===== src/rtl/alu_sweep_ctrl.sv =====
// alu_sweep_ctrl: sweeps a combinational ALU through all eight select codes.
// A start latches three operands. Each opcode is then held on the ALU for
// SETTLE_CYCLES clocks before its result is captured. The block streams
// (select, result) samples, keeps a running sum, and pulses done after the
// eighth sample.
module alu_sweep_ctrl #(
  parameter int unsigned SETTLE_CYCLES = 1,
  parameter int unsigned START_SEL     = 0
) (
  input  logic       clk,
  input  logic       rst_n,
  input  logic       start,
  input  logic       abort,
  input  logic [3:0] a_in,
  input  logic [3:0] b_in,
  input  logic [3:0] c_in,
  input  logic [5:0] alu_out,
  output logic [3:0] alu_a,
  output logic [3:0] alu_b,
  output logic [3:0] alu_c,
  output logic [2:0] alu_sel,
  output logic       busy,
  output logic       res_valid,
  output logic [2:0] res_sel,
  output logic [5:0] res_data,
  output logic [8:0] sum,
  output logic       done
);

  localparam logic [3:0] SETTLE_LAST = 4'(SETTLE_CYCLES - 1);
  localparam logic [2:0] FIRST_SEL   = 3'(START_SEL);

  typedef enum logic [0:0] {
    IDLE   = 1'b0,
    SETTLE = 1'b1
  } state_t;

  state_t     state_q;
  logic [3:0] settle_cnt_q;
  logic [2:0] op_cnt_q;
  logic [3:0] alu_a_q;
  logic [3:0] alu_b_q;
  logic [3:0] alu_c_q;
  logic [2:0] alu_sel_q;
  logic       busy_q;
  logic       res_valid_q;
  logic [2:0] res_sel_q;
  logic [5:0] res_data_q;
  logic [8:0] sum_q;
  logic       done_q;

  logic       sample_hit;
  logic [8:0] sum_d;
  logic [3:0] settle_cnt_d;

  // Settle-window completion, the next settle count, and the accumulated sum if the current result is taken.
  always_comb begin
    sample_hit   = 1'b0;
    sum_d        = sum_q;
    settle_cnt_d = settle_cnt_q;
    if (settle_cnt_q == SETTLE_LAST) begin
      sample_hit   = 1'b1;
      settle_cnt_d = 4'd0;
    end else begin
      sample_hit   = 1'b0;
      settle_cnt_d = settle_cnt_q + 4'd1;
    end
    sum_d = sum_q + {3'b000, alu_out};
  end

  // Sweep sequencer: operand latch, settle timing, sample capture and all registered outputs.
  always_ff @(posedge clk or negedge rst_n) begin
    if (!rst_n) begin
      state_q      <= IDLE;
      settle_cnt_q <= 4'd0;
      op_cnt_q     <= 3'd0;
      alu_a_q      <= 4'd0;
      alu_b_q      <= 4'd0;
      alu_c_q      <= 4'd0;
      alu_sel_q    <= 3'd0;
      busy_q       <= 1'b0;
      res_valid_q  <= 1'b0;
      res_sel_q    <= 3'd0;
      res_data_q   <= 6'd0;
      sum_q        <= 9'd0;
      done_q       <= 1'b0;
    end else begin
      // Strobes are high for a single cycle only.
      res_valid_q <= 1'b0;
      done_q      <= 1'b0;
      case (state_q)
        IDLE: begin
          if (start && !abort) begin
            alu_a_q      <= a_in;
            alu_b_q      <= b_in;
            alu_c_q      <= c_in;
            alu_sel_q    <= FIRST_SEL;
            settle_cnt_q <= 4'd0;
            op_cnt_q     <= 3'd0;
            sum_q        <= 9'd0;
            busy_q       <= 1'b1;
            state_q      <= SETTLE;
          end else begin
            busy_q  <= 1'b0;
            state_q <= IDLE;
          end
        end
        SETTLE: begin
          if (abort) begin
            // Cancel wins over a coinciding sample; partial results stay visible.
            busy_q  <= 1'b0;
            state_q <= IDLE;
          end else if (sample_hit) begin
            res_data_q   <= alu_out;
            res_sel_q    <= alu_sel_q;
            res_valid_q  <= 1'b1;
            sum_q        <= sum_d;
            alu_sel_q    <= alu_sel_q + 3'd1;
            op_cnt_q     <= op_cnt_q + 3'd1;
            settle_cnt_q <= settle_cnt_d;
            if (op_cnt_q == 3'd7) begin
              busy_q  <= 1'b0;
              done_q  <= 1'b1;
              state_q <= IDLE;
            end else begin
              busy_q  <= 1'b1;
              state_q <= SETTLE;
            end
          end else begin
            settle_cnt_q <= settle_cnt_d;
          end
        end
        default: begin
          busy_q  <= 1'b0;
          state_q <= IDLE;
        end
      endcase
    end
  end

  assign alu_a     = alu_a_q;
  assign alu_b     = alu_b_q;
  assign alu_c     = alu_c_q;
  assign alu_sel   = alu_sel_q;
  assign busy      = busy_q;
  assign res_valid = res_valid_q;
  assign res_sel   = res_sel_q;
  assign res_data  = res_data_q;
  assign sum       = sum_q;
  assign done      = done_q;

endmodule


===== config.mk =====
export PLATFORM = sky130hd
export DESIGN_NAME = alu_sweep_ctrl
export DESIGN_NICKNAME = d
export VERILOG_FILES = /design/src/rtl/alu_sweep_ctrl.sv
export SDC_FILE = /design/constraint.sdc
export NUM_CORES = 1
export LEC_CHECK = 0
export BUFFER_PORTS_ARGS = -buffer_cell sky130_fd_sc_hd__buf_2
export CAP_MARGIN = 30
export CORE_ASPECT_RATIO = 1.2
export CORE_MARGIN = 4
export CORE_UTILIZATION = 46
export CTS_BUF_LIST = sky130_fd_sc_hd__clkbuf_16
export DETAILED_ROUTE_END_ITERATION = 16
export MAX_ROUTING_LAYER = met4
export PLACE_DENSITY = 0.79
export SYNTH_ARGS = -nofsm -noshare
export SYNTH_HDL_FRONTEND = slang
export SYNTH_SLANG_ARGS = --single-unit
export TNS_END_PERCENT = 100

===== constraint.sdc =====
create_clock -name clk -period 1.9 [get_ports clk]
set_input_delay 0.19 -clock clk [delete_from_list [all_inputs] [get_ports clk]]
set_output_delay 0.19 -clock clk [all_outputs]
set_load 0.05 [all_outputs]

==> impl_results.html, run 1 <==
<table>
<tr><th>Metric</th><th>Value</th></tr>
<tr><th colspan="2">Global routing</th></tr>
<tr><td>Maximum number of pins on one net before global-route repair</td><td>45</td></tr>
<tr><td>GR Overflow Total</td><td>0</td></tr>
<tr><td>Number of global-route vias before repair</td><td>between 1500 and 2000</td></tr>
<tr><td>Initial antenna violation count</td><td>0</td></tr>
<tr><td>Total global-route track usage</td><td>between 10% and 20%</td></tr>
<tr><td>Global-route wire length before repair</td><td>about 7400 um</td></tr>
<tr><th colspan="2">Worst setup path</th></tr>
<tr><td>Family of cells with the greatest summed delay on the critical path</td><td>adder cells</td></tr>
<tr><td>Setup crit end kind</td><td>register</td></tr>
<tr><td>Top fanout value on the critical path</td><td>3</td></tr>
<tr><td>Worst-path cell with the longest stage delay</td><td>dfrtp_2</td></tr>
<tr><td>Req. time, crit path</td><td>just over 2000 ps</td></tr>
<tr><td>Largest stage delay, worst path</td><td>about 430 ps</td></tr>
<tr><td>Data arrival time of the critical path</td><td>between 1500 and 2000 ps</td></tr>
<tr><td>Nature of the critical path startpoint</td><td>register</td></tr>
<tr><td>Buf+Inv Stages, Crit Path</td><td>0</td></tr>
<tr><td>CP Class</td><td>reg2reg</td></tr>
<tr><td>Cell breakdown of the critical path</td><td>ha_4, fa_2, a211o_1, a21oi_2, and3b_1, mux2i_1</td></tr>
<tr><th colspan="2">Power and ir drop</th></tr>
<tr><td>Total power per unit cell area</td><td>1270 mW/mm^2</td></tr>
<tr><td>Proportion of power drawn by combinational gates</td><td>about a third</td></tr>
<tr><td>Leakage power figure</td><td>between 1 and 1.5 nW</td></tr>
<tr><td>Reported net switching power</td><td>1.22 mW</td></tr>
<tr><td>Highest ir drop seen on vdd</td><td>slightly below 0.6 mV</td></tr>
<tr><td>Sequential power share</td><td>a little over a third</td></tr>
<tr><td>Net switching fraction of the power</td><td>36.5%</td></tr>
<tr><td>Clock share of power</td><td>between 30 and 40%</td></tr>
<tr><td>Internal power component</td><td>about 2.1 mW</td></tr>
<tr><th colspan="2">CTS</th></tr>
<tr><td>TritonCTS clock tree</td><td>built</td></tr>
<tr><td>Clock H-tree levels</td><td>2</td></tr>
<tr><td>Maximum buffer depth of the clock tree</td><td>2</td></tr>
<tr><td>Number of buffers inserted during clock tree synthesis</td><td>5</td></tr>
<tr><td>Clock-pin slew on the worst setup and hold paths</td><td>roughly 60 ps</td></tr>
<tr><td>Worst-skew pair later-pin latency</td><td>280 ps</td></tr>
<tr><td>Clock root buffer master</td><td>clkbuf_16</td></tr>
<tr><td>Post-CTS Setup Repair Bufs</td><td>0</td></tr>
<tr><td>Clock sink count</td><td>44</td></tr>
<tr><th colspan="2">Logic synthesis</th></tr>
<tr><td>Number of nets produced by synthesis</td><td>about 250</td></tr>
<tr><td>Commonest cells in the synthesized netlist</td><td>82 x nand2_1, 44 x dfrtp_1, 16 x nand3_1</td></tr>
<tr><td>Total standard cell area after synthesis</td><td>just over 0.002 mm^2</td></tr>
<tr><td>Asr flop ratio synth</td><td>100%</td></tr>
<tr><td>Dominant cell type by area after synthesis</td><td>dfrtp_1</td></tr>
<tr><td>Yosys top cell area share</td><td>between 50% and 60%</td></tr>
<tr><td>Predominant post-synthesis flop cell</td><td>dfrtp_1</td></tr>
<tr><td>Ranking of synthesized cells by area</td><td>dfrtp_1 54%, nand2_1 15%, ha_1 6.8%</td></tr>
<tr><td>Sequential share of the synthesized area</td><td>54.0%</td></tr>
<tr><td>Ys Warns</td><td>0</td></tr>
<tr><td>Leading cell type by number of instances after synthesis</td><td>nand2_1</td></tr>
<tr><td>Synth Instances</td><td>about 210</td></tr>
<tr><td>Number of distinct library cells after synthesis</td><td>35</td></tr>
<tr><td>Seq cells post-synth</td><td>44</td></tr>
<tr><td>Number of flops mapped to enable cells by yosys</td><td>0</td></tr>
<tr><td>Mean instance size in the synthesized netlist</td><td>between 9 and 10 um^2</td></tr>
<tr><th colspan="2">Floorplan</th></tr>
<tr><td>Core outline area</td><td>~0.0043 mm^2</td></tr>
<tr><td>Row cnt</td><td>26</td></tr>
<tr><td>Overall die area</td><td>around 0.0056 mm^2</td></tr>
<tr><td>Die width</td><td>a little under 70 um</td></tr>
<tr><td>Ports</td><td>58</td></tr>
<tr><td>Initial core utilization</td><td>a little under half</td></tr>
<tr><td>DIE HEIGHT</td><td>slightly above 80 um</td></tr>
<tr><th colspan="2">Flow run</th></tr>
<tr><td>Number of max-cap violations</td><td>0</td></tr>
<tr><th colspan="2">Route</th></tr>
<tr><td>WL final</td><td>4530 um</td></tr>
<tr><td>Drt wl/cell</td><td>between 10 and 15 um</td></tr>
<tr><td>Violation count after the first detailed-route iteration</td><td>about 150</td></tr>
<tr><td>DRC viols</td><td>0</td></tr>
<tr><td>Via density</td><td>around 5.0</td></tr>
<tr><td>Post-detailed-route count of antenna-violating nets</td><td>0</td></tr>
<tr><td>Via count</td><td>1666</td></tr>
<tr><td>Total iterations of the first detailed-routing run</td><td>4</td></tr>
<tr><th colspan="2">STA</th></tr>
<tr><td>Worst-margin pin slew</td><td>about 550 ps</td></tr>
<tr><td>Fin. max-slew vios</td><td>0</td></tr>
<tr><td>Total negative setup slack</td><td>0 ps</td></tr>
<tr><td>Fin crit share</td><td>roughly 95%</td></tr>
<tr><td>Setup repair after global routing missed its margin</td><td>false</td></tr>
<tr><td>Clk_skew</td><td>around 4.4 ps</td></tr>
<tr><td>Normalized max-slew margin</td><td>about 63%</td></tr>
<tr><td>Upper clock frequency limit</td><td>555 MHz</td></tr>
<tr><td>Crit path time final</td><td>1800 ps</td></tr>
<tr><td>Number of failing hold endpoints at the final stage</td><td>0</td></tr>
<tr><td>Final number of setup-violating endpoints</td><td>0</td></tr>
<tr><th colspan="2">Cells and area</th></tr>
<tr><td>Sequential Area</td><td>approximately 0.0011 mm^2</td></tr>
<tr><td>Antenna diode count</td><td>0</td></tr>
<tr><td>Total non-filler cell area in the finished layout</td><td>0.00262 mm^2</td></tr>
<tr><td>Final instance count without filler cells</td><td>330</td></tr>
<tr><td>Multi-input combinational cell area</td><td>about 900 um^2</td></tr>
<tr><td>Fraction of layout instances using a drive strength above 1</td><td>between 20 and 30%</td></tr>
<tr><td>Net count, final</td><td>308</td></tr>
<tr><td>Number of fill cells in the layout</td><td>361</td></tr>
<tr><td>Final design utilization</td><td>61.4%</td></tr>
<tr><td>Area growth from synthesis to layout</td><td>28.3%</td></tr>
<tr><th colspan="2">Placed design</th></tr>
<tr><td>Placed Instances</td><td>approximately 320</td></tr>
<tr><td>Final HPWL from detailed placement</td><td>around 3300 um</td></tr>
<tr><td>Number of buffers inserted by port buffering</td><td>between 50 and 60</td></tr>
<tr><td>RD Place Congestion</td><td>a little under 0.8</td></tr>
<tr><td>Placement-stage cell area</td><td>0.00242 mm^2</td></tr>
<tr><th colspan="2">Worst hold path</th></tr>
<tr><td>HP Class</td><td>in2reg</td></tr>
<tr><th colspan="2">Outcome</th></tr>
<tr><td>Run status</td><td>complete, no violations</td></tr>
</table>
[cells in the final DEF, fill, tap and decap left out, types with 2 or more instances in the layout]
cell type  Yosys  final
a21o_1         3      3
a21oi_1        2      2
buf_2          5     57
buf_4          1      3
bufinv_16      0      2
clkbuf_16      0      5
dfrtp_1       44     43
ha_1          11     10
inv_1          4      4
mux2i_1        4      4
nand2_1       82     82
nand3_1       16     16
nor2_1         3      3
nor3_1         2      2
o21a_1         2      2
o21ai_0        6      6
o21bai_1       3      3
xor2_1         4      4
[flip-flops by register name (all words and copies together), names as in the netlist]
name / count
busy: 1
alu_c: 4
done: 1
alu_b: 4
alu_a: 4
state_q: 1
res_sel: 3
res_data: 6
sum: 9
res_valid: 1
settle_cnt_q: 4
alu_sel: 3
op_cnt_q: 3
[stage by stage]
step	setup WS (ps)	hold WS (ps)	total power, mW
5_1_grt	43.2	102	3.50
2_1_floorplan	5.29	-106	1.99
3_5_place_dp	102	300	2.27
4_1_cts	83.4	93.6	3.36
3_3_place_gp	134	297	2.24
6_report	98.0	96.1	3.33
[cells by family (layout without fill, tap and decap cells)]
logic type,Yosys count,count (layout),synth area share [%]
xor+xnor,5,5,2.15
fa+ha+maj,12,12,7.73
mux,4,4,1.96
compound gates,22,22,7.18
flops,44,44,54.0
simple gates,113,113,24.4
buf+inv,11,74,2.52
[cell type report]
cell class / instances / share of cell area, %
clock buffer: 5 / 4.78
tap: 56 / 2.68
inverter: 5 / 0.718
multi-input combinational: 156 / 34.4
clock inverter: 2 / 2.30
timing repair buffer: 62 / 12.9
sequential: 44 / 42.2
[power groups by stage]
stage / clock network (mW) / registers [mW] / logic, mW
floorplan: 0 / 1.66 / 0.327
global placement: 0 / 1.20 / 1.04
detailed placement: 0 / 1.21 / 1.07
CTS: 1.10 / 1.19 / 1.07
global route: 1.13 / 1.21 / 1.15
finish: 1.08 / 1.19 / 1.06
[worst min-delay path: cells and delay by family]
| family | cells | cell delay, ps |
|---|---|---|
| simple gates | 2 | 80 |
| buf+inv | 1 | 70 |
[final timing paths]
kind	slack, ps	cells past startpoint	start	to
max	100	6	sum[0]	sum[8]
min	100	3	a_in[1]	alu_a[1]
max reg2reg	100	6	sum[0]	sum[8]
min reg2reg	470	2	res_sel[1]	res_sel[1]
max in group asynchronous	980	3	rst_n	sum[0]
min in group asynchronous	510	3	rst_n	settle_cnt_q[2]
[repair_timing]
| item | CTS | global route |
|---|---|---|
| setup endpoints to repair | 0 | 0 |
| hold buffers | 1 | 0 |
| gates resized for setup | 0 | 0 |
| endpoints found under the hold margin | 6 | 0 |
[metal layers]
layer	up-vias	track usage (%)	wire length, um
li1	823	-	-
met1	788	21.3	1880
met2	46	30.9	2350
met3	9	2.49	203
met4	0	7.41	95
met5	-	-	0
Note: power is estimated with default switching activity, not from simulation.
==> run 2, diff against run 1 <==
Settings changed: ABC_AREA set to 1, CORE_UTILIZATION 46 to 47, PLACE_DENSITY 0.79 to 0.8.
==> run 2 against run 1 <==
Against the previous run: wire length rose by 6.7%; first-iteration DRC count down 30%; clock skew about the same; sequential share of layout area is 0.13 points higher; flip-flop and latch count unchanged; highest routed layer unchanged; largest power group is now combinational logic.
==> impl_results.html, run 2 <==
<table>
<tr><th>Metric</th><th>Value</th></tr>
<tr><th colspan="2">Outcome</th></tr>
<tr><td>Run status</td><td>complete, no violations</td></tr>
<tr><th colspan="2">Worst setup path</th></tr>
<tr><td>Endpoint of the worst register-to-register path</td><td>sum[6]</td></tr>
<tr><td>Reg-to-Reg Start</td><td>sum[0]</td></tr>
<tr><td>Nature of the critical path startpoint</td><td>register</td></tr>
<tr><td>Worst-path cell with the longest stage delay</td><td>fa_1</td></tr>
<tr><td>Data arrival time of the critical path</td><td>approximately 1800 ps</td></tr>
<tr><td>CP Class</td><td>reg2reg</td></tr>
<tr><td>R2R Setup Slk</td><td>around 260 ps</td></tr>
<tr><td>Top fanout value on the critical path</td><td>4</td></tr>
<tr><td>Most repeated library cell on the critical path</td><td>nand3_1</td></tr>
<tr><td>Setup crit end kind</td><td>register</td></tr>
<tr><td>Req. time, crit path</td><td>roughly 2100 ps</td></tr>
<tr><td>Cell breakdown of the critical path</td><td>ha_1, fa_1, nand3_1, nand3_1, a21oi_1, nor2_1</td></tr>
<tr><td>Origin of the worst setup path</td><td>sum[0]</td></tr>
<tr><td>Cells on worst reg2reg path</td><td>6</td></tr>
<tr><td>Largest stage delay, worst path</td><td>approximately 430 ps</td></tr>
<tr><th colspan="2">Logic synthesis</th></tr>
<tr><td>Ranking of synthesized cells by area</td><td>dfrtp_1 53%, nand2_1 19%, ha_1 6.6%</td></tr>
<tr><td>Seq cells post-synth</td><td>44</td></tr>
<tr><td>Number of flops mapped to enable cells by yosys</td><td>0</td></tr>
<tr><td>Total standard cell area after synthesis</td><td>~0.0021 mm^2</td></tr>
<tr><td>Sequential share of the synthesized area</td><td>52.6%</td></tr>
<tr><td>Number of distinct library cells after synthesis</td><td>24</td></tr>
<tr><td>Mean instance size in the synthesized netlist</td><td>8.54 um^2</td></tr>
<tr><td>Synth Instances</td><td>245</td></tr>
<tr><td>Number of nets produced by synthesis</td><td>between 200 and 300</td></tr>
<tr><td>Predominant post-synthesis flop cell</td><td>dfrtp_1</td></tr>
<tr><td>Dominant cell type by area after synthesis</td><td>dfrtp_1</td></tr>
<tr><td>Commonest cells in the synthesized netlist</td><td>108 x nand2_1, 44 x dfrtp_1, 17 x nand3_1</td></tr>
<tr><td>Asr flop ratio synth</td><td>100%</td></tr>
<tr><td>Ys Warns</td><td>0</td></tr>
<tr><td>Leading cell type by number of instances after synthesis</td><td>nand2_1</td></tr>
<tr><td>Yosys top cell area share</td><td>about 53%</td></tr>
<tr><th colspan="2">Cells and area</th></tr>
<tr><td>Leading cell type in the layout, fill and taps excluded</td><td>nand2_1</td></tr>
<tr><td>Number of fill cells in the layout</td><td>~410</td></tr>
<tr><td>Area growth from synthesis to layout</td><td>24.5%</td></tr>
<tr><td>Fraction of layout instances using a drive strength above 1</td><td>between 20% and 30%</td></tr>
<tr><td>Net count, final</td><td>between 300 and 400</td></tr>
<tr><td>Most frequent cells in the layout</td><td>108 x nand2_1, 57 x buf_2, 44 x dfrtp_1</td></tr>
<tr><td>Flip-flop count of the largest register after layout</td><td>9</td></tr>
<tr><td>Antenna diode count</td><td>0</td></tr>
<tr><td>Total non-filler cell area in the finished layout</td><td>about 0.0026 mm^2</td></tr>
<tr><th colspan="2">CTS</th></tr>
<tr><td>Worst-skew pair later-pin latency</td><td>280 ps</td></tr>
<tr><td>Clock-pin slew on the worst setup and hold paths</td><td>about 60 ps</td></tr>
<tr><td>Clock H-tree levels</td><td>2</td></tr>
<tr><td>TritonCTS clock tree</td><td>built</td></tr>
<tr><td>Clock root buffer master</td><td>clkbuf_16</td></tr>
<tr><td>Maximum buffer depth of the clock tree</td><td>2</td></tr>
<tr><td>Number of buffers inserted during clock tree synthesis</td><td>5</td></tr>
<tr><td>Clock sink count</td><td>44</td></tr>
<tr><th colspan="2">Route</th></tr>
<tr><td>Drt wl/cell</td><td>approximately 13 um</td></tr>
<tr><td>DRC viols</td><td>0</td></tr>
<tr><td>WL final</td><td>a little under 5000 um</td></tr>
<tr><td>Post-detailed-route count of antenna-violating nets</td><td>0</td></tr>
<tr><td>Via density</td><td>4.92</td></tr>
<tr><td>Total iterations of the first detailed-routing run</td><td>4</td></tr>
<tr><td>Via count</td><td>1807</td></tr>
<tr><td>Violation count after the first detailed-route iteration</td><td>around 110</td></tr>
<tr><th colspan="2">Floorplan</th></tr>
<tr><td>Die width</td><td>between 60 and 70 um</td></tr>
<tr><td>Overall die area</td><td>around 0.0056 mm^2</td></tr>
<tr><td>DIE HEIGHT</td><td>around 81 um</td></tr>
<tr><td>Initial core utilization</td><td>between 40% and 50%</td></tr>
<tr><td>Ports</td><td>between 50 and 60</td></tr>
<tr><td>Core outline area</td><td>around 0.0043 mm^2</td></tr>
<tr><td>Row cnt</td><td>26</td></tr>
<tr><th colspan="2">Power and ir drop</th></tr>
<tr><td>Highest ir drop seen on vdd</td><td>between 0.6 and 0.7 mV</td></tr>
<tr><td>Post-layout power</td><td>about 4.6 mW</td></tr>
<tr><td>Leakage power figure</td><td>between 1.5 and 2 nW</td></tr>
<tr><td>Total power per unit cell area</td><td>1760 mW/mm^2</td></tr>
<tr><th colspan="2">Global routing</th></tr>
<tr><td>GR Overflow Total</td><td>0</td></tr>
<tr><td>Total global-route track usage</td><td>around a fifth</td></tr>
<tr><td>Global-route wire length before repair</td><td>just under 8000 um</td></tr>
<tr><td>Number of global-route vias before repair</td><td>around 1700</td></tr>
<tr><td>Maximum number of pins on one net before global-route repair</td><td>17</td></tr>
<tr><td>Initial antenna violation count</td><td>0</td></tr>
<tr><th colspan="2">STA</th></tr>
<tr><td>Upper clock frequency limit</td><td>approximately 600 MHz</td></tr>
<tr><td>Clk_skew</td><td>approximately 4 ps</td></tr>
<tr><td>Setup repair after global routing missed its margin</td><td>false</td></tr>
<tr><td>Total negative setup slack</td><td>0 ps</td></tr>
<tr><td>Worst-margin pin slew</td><td>a little under 400 ps</td></tr>
<tr><td>Crit path time final</td><td>1640 ps</td></tr>
<tr><td>Normalized max-slew margin</td><td>73.9%</td></tr>
<tr><td>Final number of setup-violating endpoints</td><td>0</td></tr>
<tr><td>Fin. max-slew vios</td><td>0</td></tr>
<tr><td>Number of failing hold endpoints at the final stage</td><td>0</td></tr>
<tr><td>Fin crit share</td><td>a little under nine tenths</td></tr>
<tr><th colspan="2">Flow run</th></tr>
<tr><td>Number of max-cap violations</td><td>0</td></tr>
<tr><th colspan="2">Worst hold path</th></tr>
<tr><td>Number of instances on the worst hold path</td><td>3</td></tr>
<tr><td>Hold Crit Endpoint</td><td>alu_a[1]</td></tr>
<tr><td>Startpoint of the worst hold path</td><td>a_in[1]</td></tr>
<tr><td>HP Class</td><td>in2reg</td></tr>
<tr><th colspan="2">Placed design</th></tr>
<tr><td>Final HPWL from detailed placement</td><td>about 3600 um</td></tr>
<tr><td>Number of buffers inserted by port buffering</td><td>57</td></tr>
<tr><td>Placement-stage cell area</td><td>0.00245 mm^2</td></tr>
<tr><td>RD Place Congestion</td><td>0.873</td></tr>
</table>
-- run 2: layer usage --
metal	up-vias	wire, um	global-route usage (%)
li1	906	-	-
met1	850	2030	24.3
met2	45	2470	31.0
met3	6	242	3.87
met4	0	77	6.04
met5	-	0	-
-- run 2: how the worst max path moves through the flow --
stage          depth (start not counted)      to
2_1_floorplan                          6  sum[8]
3_3_place_gp                           6  sum[8]
3_5_place_dp                           6  sum[8]
4_1_cts                                6  sum[6]
5_1_grt                                6  sum[8]
6_report                               6  sum[6]
-- run 2: cell type report --
class | count | area [um^2] | share of cell area [%]
flip-flops and latches | 44 | 1100 | 42.3
multi-input cells | 178 | 881 | 33.8
repair buffers | 65 | 348 | 13.4
clock buffers | 5 | 125 | 4.81
well taps | 56 | 70.1 | 2.69
inverters | 16 | 60.1 | 2.31
clock inverters | 3 | 18.8 | 0.721
-- run 2: power by group --
part	internal, mW	total, mW	switching [mW]
combinational	0.559	2.25	1.69
clock	0.482	0.838	0.356
sequential	1.26	1.50	0.233
-- run 2: kinds of logic after synthesis --
group / share of synthesized area, %
adders and majority gates: 7.54
xor gates and xnor gates: 1.26
buffers and inverters: 5.26
AOI/OAI and AO/OA: 5.26
and+or+nand+nor: 28.1
DFF: 52.6
-- run 2: timing repair --
action,CTS,global route
hold buffers,1,0
resized for setup,0,0
hold endpoints to repair,13,0
setup buffers,0,0
-- run 2: metrics by stage --
step	utilization, %	std cells	hold slack (ps)	setup slack, ps
global placement	57.1	358	102	333
detailed placement	57.1	358	115	293
finish	60.6	367	94.1	259
global route	60.6	367	102	171
CTS	60.6	367	94.5	259
floorplan	-	245	-106	109
-- run 2: critical path: cells and delay by family, from the launching register on --
kind | cells | cell delay, ps
AO/OA/AOI/OAI | 1 | 180
adder cells (fa/ha/maj) | 2 | 640
flip-flops | 1 | 390
AND/OR/NAND/NOR | 3 | 320
